[src/rtl/dilithium_verify_pkg.sv]
// Shared constants and types for the verify-mode receive path:
// field identifiers, per-level word counts, FSM state encoding and
// the byte-mask helper used on the final message word.
package dilithium_verify_pkg;

  localparam int MAX_MLEN_DEF = 3300;
  localparam int IDX_W_DEF    = 10;

  // Field identifiers carried on f_sel.
  localparam logic [2:0] F_RHO  = 3'd0;
  localparam logic [2:0] F_C    = 3'd1;
  localparam logic [2:0] F_Z    = 3'd2;
  localparam logic [2:0] F_T1   = 3'd3;
  localparam logic [2:0] F_MLEN = 3'd4;
  localparam logic [2:0] F_M    = 3'd5;
  localparam logic [2:0] F_H    = 3'd6;

  // Fixed-size fields.
  localparam int RHO_WORDS  = 4;
  localparam int C_WORDS    = 4;
  localparam int MLEN_WORDS = 1;

  // Level-dependent field sizes in 64-bit words.
  localparam int Z_WORDS_L2  = 288;
  localparam int Z_WORDS_L3  = 400;
  localparam int Z_WORDS_L5  = 560;
  localparam int T1_WORDS_L2 = 160;
  localparam int T1_WORDS_L3 = 240;
  localparam int T1_WORDS_L5 = 320;
  localparam int H_WORDS_L2  = 11;
  localparam int H_WORDS_L3  = 8;
  localparam int H_WORDS_L5  = 11;

  typedef enum logic [3:0] {
    S_IDLE     = 4'd0,
    S_RHO      = 4'd1,
    S_C        = 4'd2,
    S_Z        = 4'd3,
    S_T1       = 4'd4,
    S_MLEN     = 4'd5,
    S_M        = 4'd6,
    S_H        = 4'd7,
    S_WAIT_RES = 4'd8,
    S_OUT      = 4'd9
  } state_t;

  // Keeps the first nb bytes of a word (first byte lives at [63:56]).
  function automatic logic [63:0] byte_mask(input logic [3:0] nb);
    logic [63:0] mask;
    mask = '0;
    for (int b = 0; b < 8; b++) begin
      if (b < int'(nb)) mask[63-8*b -: 8] = 8'hFF;
    end
    return mask;
  endfunction

endpackage

[src/rtl/verify_load_ctrl_if.sv]
// Bundles the three streams around the verify load controller:
// host input words, tagged words to storage, and verdict in/out.
//
// Handshake rule for every stream here: a transfer happens on a rising
// clock edge where valid and ready are both high; a source holds its
// valid and payload stable until that edge, and ready may depend
// combinationally on valid.
interface verify_load_ctrl_if #(parameter int IDX_W = 10);

  // Host -> controller input stream.
  logic              valid_i;
  logic              ready_i;
  logic [63:0]       data_i;

  // Controller -> storage tagged stream.
  logic              f_valid;
  logic              f_ready;
  logic [2:0]        f_sel;
  logic [IDX_W-1:0]  f_idx;
  logic [63:0]       f_data;
  logic [3:0]        f_nbytes;
  logic              f_last;

  // Core verdict -> controller.
  logic              res_valid;
  logic              res_reject;
  logic              res_ready;

  // Controller -> host result stream.
  logic              valid_o;
  logic              ready_o;
  logic [63:0]       data_o;

  modport slave (
    input  valid_i, data_i, f_ready, res_valid, res_reject, ready_o,
    output ready_i, f_valid, f_sel, f_idx, f_data, f_nbytes, f_last,
           res_ready, valid_o, data_o
  );

  modport master (
    output valid_i, data_i, f_ready, res_valid, res_reject, ready_o,
    input  ready_i, f_valid, f_sel, f_idx, f_data, f_nbytes, f_last,
           res_ready, valid_o, data_o
  );

endinterface

[src/rtl/verify_load_ctrl_word_cnt.sv]
// Word counter shared by all fields: counts accepted beats, flags the
// last word against a programmable terminal count and wraps to 0 on it.
module vld_word_cnt #(
  parameter int W = 10
) (
  input  logic         clk,
  input  logic         rst_n,
  input  logic         beat,
  input  logic [W-1:0] term,
  output logic [W-1:0] idx,
  output logic         last
);

  // Terminal count is always >= 1, so term-1 never underflows.
  assign last = (idx == (term - W'(1)));

  // Advance on each beat; wrap on the last word of the field.
  always_ff @(posedge clk or negedge rst_n) begin
    if (!rst_n) begin
      idx <= '0;
    end else if (beat) begin
      if (last) idx <= '0;
      else      idx <= idx + W'(1);
    end
  end

endmodule

[src/rtl/verify_load_ctrl.sv]
// Verify-mode receive controller: walks the fixed field order
// rho, c, z, t1, mlen, m, h, tags each word with field id and index,
// masks the tail of the message, then returns the core's verdict.
module verify_load_ctrl
  import dilithium_verify_pkg::*;
#(
  parameter int MAX_MLEN = MAX_MLEN_DEF,
  parameter int IDX_W    = IDX_W_DEF
) (
  input  logic                clk,
  input  logic                rst_n,
  input  logic                start,
  input  logic [2:0]          sec_lvl,
  verify_load_ctrl_if.slave   bus,
  output logic [15:0]         mlen_o,
  output logic                busy,
  output state_t              dbg_state
);

  state_t           state, state_nxt;
  logic [2:0]       lvl;
  logic             load;
  logic             beat;
  logic [IDX_W-1:0] term;
  logic [IDX_W-1:0] idx;
  logic             last;
  logic             lvl_ok;
  logic [15:0]      m_rem;
  logic [3:0]       nbytes;

  // Number of message words: ceil(mlen/8), at least one word.
  function automatic logic [IDX_W-1:0] m_words(input logic [15:0] mlen);
    logic [16:0] w;
    w = ({1'b0, mlen} + 17'd7) >> 3;
    if (w == 17'd0) return IDX_W'(1);
    return IDX_W'(w);
  endfunction

  assign lvl_ok    = (sec_lvl == 3'd2) || (sec_lvl == 3'd3) || (sec_lvl == 3'd5);
  assign load      = (state >= S_RHO) && (state <= S_H);
  assign beat      = load && bus.valid_i && bus.f_ready;
  assign busy      = (state != S_IDLE);
  assign dbg_state = state;

  // Terminal word count for the field currently being loaded.
  always_comb begin
    term = IDX_W'(1);
    unique case (state)
      S_RHO:  term = IDX_W'(RHO_WORDS);
      S_C:    term = IDX_W'(C_WORDS);
      S_Z:    term = (lvl == 3'd2) ? IDX_W'(Z_WORDS_L2) :
                     (lvl == 3'd3) ? IDX_W'(Z_WORDS_L3) : IDX_W'(Z_WORDS_L5);
      S_T1:   term = (lvl == 3'd2) ? IDX_W'(T1_WORDS_L2) :
                     (lvl == 3'd3) ? IDX_W'(T1_WORDS_L3) : IDX_W'(T1_WORDS_L5);
      S_MLEN: term = IDX_W'(MLEN_WORDS);
      S_M:    term = m_words(mlen_o);
      S_H:    term = (lvl == 3'd3) ? IDX_W'(H_WORDS_L3) :
                     (lvl == 3'd2) ? IDX_W'(H_WORDS_L2) : IDX_W'(H_WORDS_L5);
      default: term = IDX_W'(1);
    endcase
  end

  vld_word_cnt #(.W(IDX_W)) u_word_cnt (
    .clk   (clk),
    .rst_n (rst_n),
    .beat  (beat),
    .term  (term),
    .idx   (idx),
    .last  (last)
  );

  // Bytes left for the final message word; 0 only when mlen is 0.
  assign m_rem = mlen_o - 16'({idx, 3'b000});

  // Tagged-stream outputs and input handshake pass-through.
  always_comb begin
    bus.f_valid  = 1'b0;
    bus.ready_i  = 1'b0;
    bus.f_sel    = F_RHO;
    bus.f_idx    = idx;
    bus.f_data   = '0;
    bus.f_last   = 1'b0;
    nbytes       = 4'd0;
    if (load) begin
      bus.f_valid = bus.valid_i;
      bus.ready_i = bus.f_ready;
      bus.f_last  = last;
      nbytes      = 4'd8;
      bus.f_data  = bus.data_i;
      unique case (state)
        S_RHO:  bus.f_sel = F_RHO;
        S_C:    bus.f_sel = F_C;
        S_Z:    bus.f_sel = F_Z;
        S_T1:   bus.f_sel = F_T1;
        S_MLEN: bus.f_sel = F_MLEN;
        S_M:    bus.f_sel = F_M;
        default: bus.f_sel = F_H;
      endcase
      if (state == S_M && last) begin
        nbytes     = m_rem[3:0];
        bus.f_data = bus.data_i & byte_mask(m_rem[3:0]);
      end
    end
  end

  assign bus.f_nbytes  = nbytes;
  assign bus.res_ready = (state == S_WAIT_RES);

  // State register.
  always_ff @(posedge clk or negedge rst_n) begin
    if (!rst_n) state <= S_IDLE;
    else        state <= state_nxt;
  end

  // Next-state: advance through the fields on each field's last beat.
  always_comb begin
    state_nxt = state;
    unique case (state)
      S_IDLE:     if (start && lvl_ok) state_nxt = S_RHO;
      S_RHO:      if (beat && last) state_nxt = S_C;
      S_C:        if (beat && last) state_nxt = S_Z;
      S_Z:        if (beat && last) state_nxt = S_T1;
      S_T1:       if (beat && last) state_nxt = S_MLEN;
      S_MLEN:     if (beat && last) state_nxt = S_M;
      S_M:        if (beat && last) state_nxt = S_H;
      S_H:        if (beat && last) state_nxt = S_WAIT_RES;
      S_WAIT_RES: if (bus.res_valid) state_nxt = S_OUT;
      S_OUT:      if (bus.ready_o) state_nxt = S_IDLE;
      default:    state_nxt = S_IDLE;
    endcase
  end

  // Level latch, saturated mlen and the registered verdict word.
  always_ff @(posedge clk or negedge rst_n) begin
    if (!rst_n) begin
      lvl         <= 3'd0;
      mlen_o      <= 16'd0;
      bus.valid_o <= 1'b0;
      bus.data_o  <= 64'd0;
    end else begin
      if (state == S_IDLE && start && lvl_ok) lvl <= sec_lvl;
      if (state == S_MLEN && beat) begin
        mlen_o <= (bus.data_i[15:0] > 16'(MAX_MLEN)) ? 16'(MAX_MLEN) : bus.data_i[15:0];
      end
      if (state == S_WAIT_RES && bus.res_valid) begin
        bus.valid_o <= 1'b1;
        bus.data_o  <= {63'd0, bus.res_reject};
      end else if (state == S_OUT && bus.ready_o) begin
        bus.valid_o <= 1'b0;
      end
    end
  end

endmodule

[src/flat_wrapper.sv]
// flat-port wrapper written by rule: the top's interface ports become plain ports
module verify_load_ctrl_flat import dilithium_verify_pkg::*;
#(
  parameter int MAX_MLEN = MAX_MLEN_DEF,
  parameter int IDX_W    = IDX_W_DEF
)
  (clk, rst_n, start, sec_lvl, mlen_o, busy, dbg_state, bus_valid_i, bus_data_i, bus_f_ready, bus_res_valid, bus_res_reject, bus_ready_o, bus_ready_i, bus_f_valid, bus_f_sel, bus_f_idx, bus_f_data, bus_f_nbytes, bus_f_last, bus_res_ready, bus_valid_o, bus_data_o);
  verify_load_ctrl_if #(.IDX_W(IDX_W)) bus_i ();
  input  logic clk;
  input  logic rst_n;
  input  logic start;
  input  logic [2:0] sec_lvl;
  output logic [15:0] mlen_o;
  output logic busy;
  output state_t dbg_state;
  input wire logic [$bits(bus_i.valid_i)-1:0] bus_valid_i;
  input wire logic [$bits(bus_i.data_i)-1:0] bus_data_i;
  input wire logic [$bits(bus_i.f_ready)-1:0] bus_f_ready;
  input wire logic [$bits(bus_i.res_valid)-1:0] bus_res_valid;
  input wire logic [$bits(bus_i.res_reject)-1:0] bus_res_reject;
  input wire logic [$bits(bus_i.ready_o)-1:0] bus_ready_o;
  output wire logic [$bits(bus_i.ready_i)-1:0] bus_ready_i;
  output wire logic [$bits(bus_i.f_valid)-1:0] bus_f_valid;
  output wire logic [$bits(bus_i.f_sel)-1:0] bus_f_sel;
  output wire logic [$bits(bus_i.f_idx)-1:0] bus_f_idx;
  output wire logic [$bits(bus_i.f_data)-1:0] bus_f_data;
  output wire logic [$bits(bus_i.f_nbytes)-1:0] bus_f_nbytes;
  output wire logic [$bits(bus_i.f_last)-1:0] bus_f_last;
  output wire logic [$bits(bus_i.res_ready)-1:0] bus_res_ready;
  output wire logic [$bits(bus_i.valid_o)-1:0] bus_valid_o;
  output wire logic [$bits(bus_i.data_o)-1:0] bus_data_o;
  assign bus_i.valid_i = bus_valid_i;
  assign bus_i.data_i = bus_data_i;
  assign bus_i.f_ready = bus_f_ready;
  assign bus_i.res_valid = bus_res_valid;
  assign bus_i.res_reject = bus_res_reject;
  assign bus_i.ready_o = bus_ready_o;
  assign bus_ready_i = bus_i.ready_i;
  assign bus_f_valid = bus_i.f_valid;
  assign bus_f_sel = bus_i.f_sel;
  assign bus_f_idx = bus_i.f_idx;
  assign bus_f_data = bus_i.f_data;
  assign bus_f_nbytes = bus_i.f_nbytes;
  assign bus_f_last = bus_i.f_last;
  assign bus_res_ready = bus_i.res_ready;
  assign bus_valid_o = bus_i.valid_o;
  assign bus_data_o = bus_i.data_o;
  verify_load_ctrl #(.MAX_MLEN(MAX_MLEN), .IDX_W(IDX_W)) u_core (.clk(clk), .rst_n(rst_n), .start(start), .sec_lvl(sec_lvl), .bus(bus_i), .mlen_o(mlen_o), .busy(busy), .dbg_state(dbg_state));
endmodule
[config.mk]
export PLATFORM = sky130hd
export DESIGN_NAME = verify_load_ctrl_flat
export DESIGN_NICKNAME = d
export VERILOG_FILES = /design/src/rtl/dilithium_verify_pkg.sv /design/src/rtl/verify_load_ctrl_if.sv /design/src/rtl/verify_load_ctrl_word_cnt.sv /design/src/rtl/verify_load_ctrl.sv /design/src/flat_wrapper.sv
export SDC_FILE = /design/constraint.sdc
export NUM_CORES = 1
export LEC_CHECK = 0
export BUFFER_PORTS_ARGS = -buffer_cell sky130_fd_sc_hd__buf_4
export CORE_MARGIN = 8
export CORE_UTILIZATION = 40
export CTS_CLUSTER_DIAMETER = 200
export DETAILED_ROUTE_END_ITERATION = 8
export PLACE_DENSITY_LB_ADDON = 0.2
export SYNTH_ARGS = -nofsm -noshare
export SYNTH_HDL_FRONTEND = slang
export SYNTH_SLANG_ARGS = --single-unit
[constraint.sdc]
create_clock -name clk -period 6 [get_ports clk]
set_clock_uncertainty 0.2 [all_clocks]
set_input_delay 1.2 -clock clk [delete_from_list [all_inputs] [get_ports clk]]
set_output_delay 1.2 -clock clk [all_outputs]
set_load 0.02 [all_outputs]
==> results of run 1 <==
==> power groups by stage <==
stage               Sequential [mW]  Clock (mW)  Combinational, mW
floorplan                     0.290           0              0.164
global placement              0.280           0              0.261
detailed placement            0.281           0              0.262
CTS                           0.276       0.172              0.263
global route                  0.279       0.181              0.282
finish                        0.276       0.167              0.262
==> what timing repair did <==
action,in CTS,in global routing
hold buffers,0,0
hold endpoints to repair,0,0
resized for setup,0,6
setup endpoints to repair,0,66
setup buffers,0,1
==> state kept, by name, summed over array words and instances (netlist names) <==
register / count
u_core.bus.valid_o: 1
u_core.dbg_state: 4
u_core.lvl: 3
u_core.bus.data_o: 1
u_core.mlen_o: 16
u_core.u_word_cnt.idx: 10
==> stage by stage <==
| stage | setup slack, ns | TNS, ns |
|---|---|---|
| after detailed placement | 0.414 | 0 |
| final | 0.206 | 0 |
| after floorplan | 0.461 | 0 |
| after global routing | -0.0637 | -0.825 |
| after CTS | 0.0820 | 0 |
| after global placement | 0.576 | 0 |
==> synthesized netlist by cell type (5+ instances only) <==
cell,instances
buf_4,64
and3_1,62
dfrtp_1,35
nor2_1,28
and2_1,22
nand2_1,22
nand3_1,22
clkbuf_1,19
a21oi_1,14
xnor2_1,13
o21ai_0,12
xor2_1,9
nand4_1,8
nor3_1,8
buf_2,7
inv_1,7
a22o_1,6
mux2i_1,6
a21o_1,5
nor4_1,5
==> worst max-delay path, stage by stage, from the launching register on <==
cell	delay, ns
dfrtp_1	0.50
o311a_2	0.29
nand3_1	0.16
or3_1	0.43
a2111oi_4	0.45
nor2_1	0.13
ha_1	0.27
a31o_2	0.22
o211ai_1	0.10
o211a_1	0.17
o2111ai_1	0.20
a211oi_2	0.20
buf_4	0.28
nand3_1	0.25
and3_1	0.29
buf_4	0.15
==> routing by layer <==
metal  vias up  global-route usage  part of all wire
met1      1861               0.198              0.36
met2       179               0.373              0.51
met4         0              0.0764             0.023
met3        23              0.0751              0.10
li1       1925                   -                 -
met5         -                   0                 0
==> cells by family (layout without fill, tap and decap cells) <==
| group | Yosys count | count (layout) | share of synthesized area |
|---|---|---|---|
| AO/OA/AOI/OAI | 85 | 85 | 0.184 |
| XOR/XNOR | 22 | 22 | 0.0510 |
| adder cells (fa/ha/maj) | 2 | 2 | 0.00663 |
| buffers and inverters | 98 | 207 | 0.163 |
| flip-flops | 35 | 35 | 0.232 |
| multiplexers | 9 | 9 | 0.0249 |
| other | 1 | 63 | 0.000993 |
| AND/OR/NAND/NOR | 216 | 216 | 0.337 |
==> layout make-up <==
class	count	area share
inverter	7	0.00516
clock inverter	1	0.000982
multi-input combinational	397	0.496
timing repair buffer	192	0.283
sequential	35	0.173
clock buffer	7	0.0150
tap	111	0.0273
==> worst max-delay path by stage <==
stage,from,to,depth (start not counted)
floorplan,u_core.dbg_state[0],bus_f_data[0],15
global placement,u_core.mlen_o[2],bus_f_data[38],15
detailed placement,u_core.mlen_o[2],bus_f_data[33],15
CTS,u_core.mlen_o[2],bus_f_data[38],15
global route,u_core.mlen_o[2],bus_f_data[51],15
finish,u_core.mlen_o[4],bus_f_data[57],15
==> results.toml, run 1 <==
[place]
io_buffers = 182
place_inst = 741
routabilityCongestion = 0.830
post_dp_cell_area_um2 = 4990
dp_hpwl_mm = 11.0

[grt]
grt_pass1_vias = 4047
grt_pass1_wl_mm = 21.1
antenna_found_initial = 0
grt_max_degree = 62
overflow = 0
grt_util_all_layers = 0.201

[cells_and_area]
drive_gt1_frac = 0.357
final_util = 0.554
seq_area_um2 = 881
nets = 715
fin_cells = 750
final_cell_mix = "192 x buf_4, 63 x conb_1, 62 x and3_1"
final_cell_area_um2 = 5100
fillers = 871
antenna_cells = 0
multiInputGateArea_um2 = 2530
final_common_cell = "buf_4"
area_delta_synth_final_pct = 35.0

[setup_path]
cp_max_fo = 17
worstPathRequired_ns = 4.60
path_class = "flip-flop to output port"
r2r-end = "u_core.dbg_state[2]"
r2r_start = "u_core.mlen_o[4]"
r2r_cells = 13
r2r_setup_slack_ns = 1.86
cp-start-kind = "flip-flop"
cp.arrival_ns = 4.39
cp-end-kind = "output port"

[flow_run]
max_cap_violations = 0

[power]
switchingPower_mw = 0.261
power_mw = 0.706
p_per_area_nw_per_um2 = 138
internal-power_mw = 0.445
pwr-share-clk = 0.237
p_leak_nw = 2.53
netSwitchingFraction = 0.370
power_frac_comb = 0.372
share_seq_of_total_power = 0.391
vdd_drop_max_mv = 0.0739

[clock_tree]
clkSlewWorstSetupHoldPaths_ns = 0.07
clock-root-buffer = "clkbuf_8"
clk_latency_ns = 0.29
cts_buffer_depth = 2
cts_sinks = 35
cts_htree_levels = 2
cts_made_buffers = 5
cts_tree = "yes"

[sta]
relSlewSlack = 0.392
fin_crit_sh = 0.966
finalSetupViolations = 0
holdWs_ns = 0.315
finalMaxSlewViolations = 0
min_period_ns = 5.79
worstMarginPinSlew_ns = 0.905
hold_violations = 0
rsz0062_at_grt = "true"
fmax_mhz = 173

[route]
wl_per_cell_um = 17.9
routed_via_density = 5.32
dr_total_vias = 3988
drc = 0
drt_wl_total_mm = 13.4
dr.pass1.iters = 4
drt-initial-drc-count = 176
ant_nets = 0

[hold_path]
holdPathStages = 1
hold_end = "u_core.bus.data_o[0]"
hold_path_startpoint = "u_core.bus.data_o[0]"
hold_path_class = "flip-flop to flip-flop"

[synth]
ys_ff_latch = 35
async_flop_share = 1.00
synth_flop_cell = "dfrtp_1"
yosysSeqAreaShare = 0.232
netlist_instances = 468
syn_area_um2 = 3770
synthDominantCellAreaShare = 0.232
syn_avg_cell_area_um2 = 8.07
yosys.area.top_type = "dfrtp_1"
yosysWarnings = 0
ys_types = 71
synth.area.top_cells = "dfrtp_1 23%, buf_4 13%, and3_1 10%"
synth-edff-count = 0

[floorplanning]
die_x_um = 113
dieArea_um2 = 12800
io_pins = 246
rows = 35
initial_utilization = 0.410
die_y_um = 113
core-area_um2 = 9200

[outcome]
outcome = "finished, final reports clean"
Power figures use the tool's default switching activity.
==> run 2, diff against run 1 <==
Settings changed: CTS_BUF_LIST set to sky130_fd_sc_hd__clkbuf_2 sky130_fd_sc_hd__clkbuf_4 sky130_fd_sc_hd__clkbuf_8, GPL_ROUTABILITY_DRIVEN set to 0, SLEW_MARGIN set to 0.
==> run 2 against run 1 <==
Net effect: sequential power about the same; critical path depth unchanged; setup slack improved by 0.0023 ns; register-to-register slack about the same; critical path type unchanged.
==> results.toml, run 2 (same netlist as run 1, synthesis figures left out) <==
[outcome]
outcome = "finished, final reports clean"

[route]
routed_via_density = 5.28
drt-initial-drc-count = 192
wl_per_cell_um = 17.9
dr.pass1.iters = 5
drt_wl_total_mm = 13.4
drc = 0
dr_total_vias = 3961
ant_nets = 0

[place]
post-place-ws_ns = 0.414
place_inst = 741
post_dp_cell_area_um2 = 4990
io_buffers = 182
dp_hpwl_mm = 11.0

[flow_run]
max_cap_violations = 0

[sta]
layout_setup_ws_ns = 0.208
hold_violations = 0
holdWs_ns = 0.315
fin_crit_sh = 0.965
fmax_mhz = 173
min_period_ns = 5.79
finalSetupViolations = 0
finalMaxSlewViolations = 0
rsz0062_at_grt = "true"
worstMarginPinSlew_ns = 0.887
relSlewSlack = 0.404

[floorplanning]
core-area_um2 = 9200
rows = 35
initial_utilization = 0.410
die_y_um = 113
io_pins = 246
dieArea_um2 = 12800
die_x_um = 113

[power]
p_leak_nw = 2.53
p_per_area_nw_per_um2 = 140
vdd_drop_max_mv = 0.0838

[clock_tree]
cts_tree = "yes"
clk_latency_ns = 0.29
cts_hold_buf = 0
clock-root-buffer = "clkbuf_8"
clkSlewWorstSetupHoldPaths_ns = 0.07
cts_made_buffers = 5
cts_sinks = 35
cts_htree_levels = 2
cts_buffer_depth = 2

[grt]
grt_use_met1 = 0.199
grt_pass1_vias = 4043
overflow = 0
grt_util_met3 = 0.0751
grt_max_degree = 62
antenna_found_initial = 0
grt_busiest_layer = "met2"
grt_util_all_layers = 0.201
grtUsageMet2 = 0.374
grt_pass1_wl_mm = 21.1

[cells_and_area]
final_cell_mix = "192 x buf_4, 63 x conb_1, 62 x and3_1"
largest_register = "u_core.mlen_o"
drive_gt1_frac = 0.360
nets = 715
antenna_cells = 0
largest_reg_flops = 16
fin_cells = 750
area_delta_synth_final_pct = 35.2
final_cell_area_um2 = 5100
final_common_cell = "buf_4"

[setup_path]
worstPathRequired_ns = 4.60
cp.arrival_ns = 4.39
r2r_cells = 13
cp-start-kind = "flip-flop"
cp_max_fo = 17
path_class = "flip-flop to output port"
cp-end-kind = "output port"

[hold_path]
hold_path_class = "flip-flop to flip-flop"
holdPathStages = 1
-- run 2: cell counts in the layout (fill, tap and decap cells not counted) --
No cell type changed its count.
-- run 2: final timing paths --
check	from	endpoint	slack [ns]
max	u_core.mlen_o[4]	bus_f_data[57]	0.21
min	u_core.bus.data_o[0]	u_core.bus.data_o[0]	0.32
max reg2reg	u_core.mlen_o[4]	u_core.dbg_state[2]	1.85
min reg2reg	u_core.bus.data_o[0]	u_core.bus.data_o[0]	0.32
max in group asynchronous	rst_n	u_core.mlen_o[2]	4.60
min in group asynchronous	rst_n	u_core.mlen_o[9]	0.66
-- run 2: cell type report --
type                            instances  area [um2]
Fill cell                             874        4090
Multi-Input combinational cell        397        2530
Timing Repair Buffer                  192        1440
Sequential cell                        35         881
Tap cell                              111         139
Clock buffer                            7        83.8
Inverter                                7        26.3
Clock inverter                          1        5.00
-- run 2: metrics by stage --
stage               power (mW)   util  setup TNS (ns)
finish                   0.714  0.555               0
global route             0.751  0.555          -0.825
global placement         0.541  0.543               0
floorplan                0.454      -               0
CTS                      0.720  0.553               0
detailed placement       0.543  0.543               0
-- run 2: worst max-delay path, cell delays in order, from the launching register on --
cell	delay, ns
dfrtp_1	0.50
o311a_2	0.29
nand3_1	0.15
or3_1	0.43
a2111oi_4	0.46
nor2_1	0.13
ha_1	0.27
a31o_2	0.22
o211ai_1	0.10
o211a_1	0.17
o2111ai_1	0.19
a211oi_2	0.20
buf_4	0.28
nand3_1	0.25
and3_1	0.29
buf_4	0.15
-- run 2: what timing repair did --
| item | in CTS | in global routing |
|---|---|---|
| gates resized for setup | 0 | 6 |
| endpoints found under the setup margin | 0 | 66 |
| endpoints found under the hold margin | 0 | 0 |
| buffers inserted | 0 | 1 |
-- run 2: power by group --
group          internal [mW]  total [mW]  switching, mW
logic                  0.114       0.262          0.149
clock network         0.0906       0.176         0.0857
registers              0.250       0.275         0.0258
-- run 2: routing by layer --
metal | part of all wire | vias up
met5 | 0 | -
met4 | 0.027 | 0
met3 | 0.099 | 25
met2 | 0.51 | 169
met1 | 0.36 | 1844
li1 | - | 1923
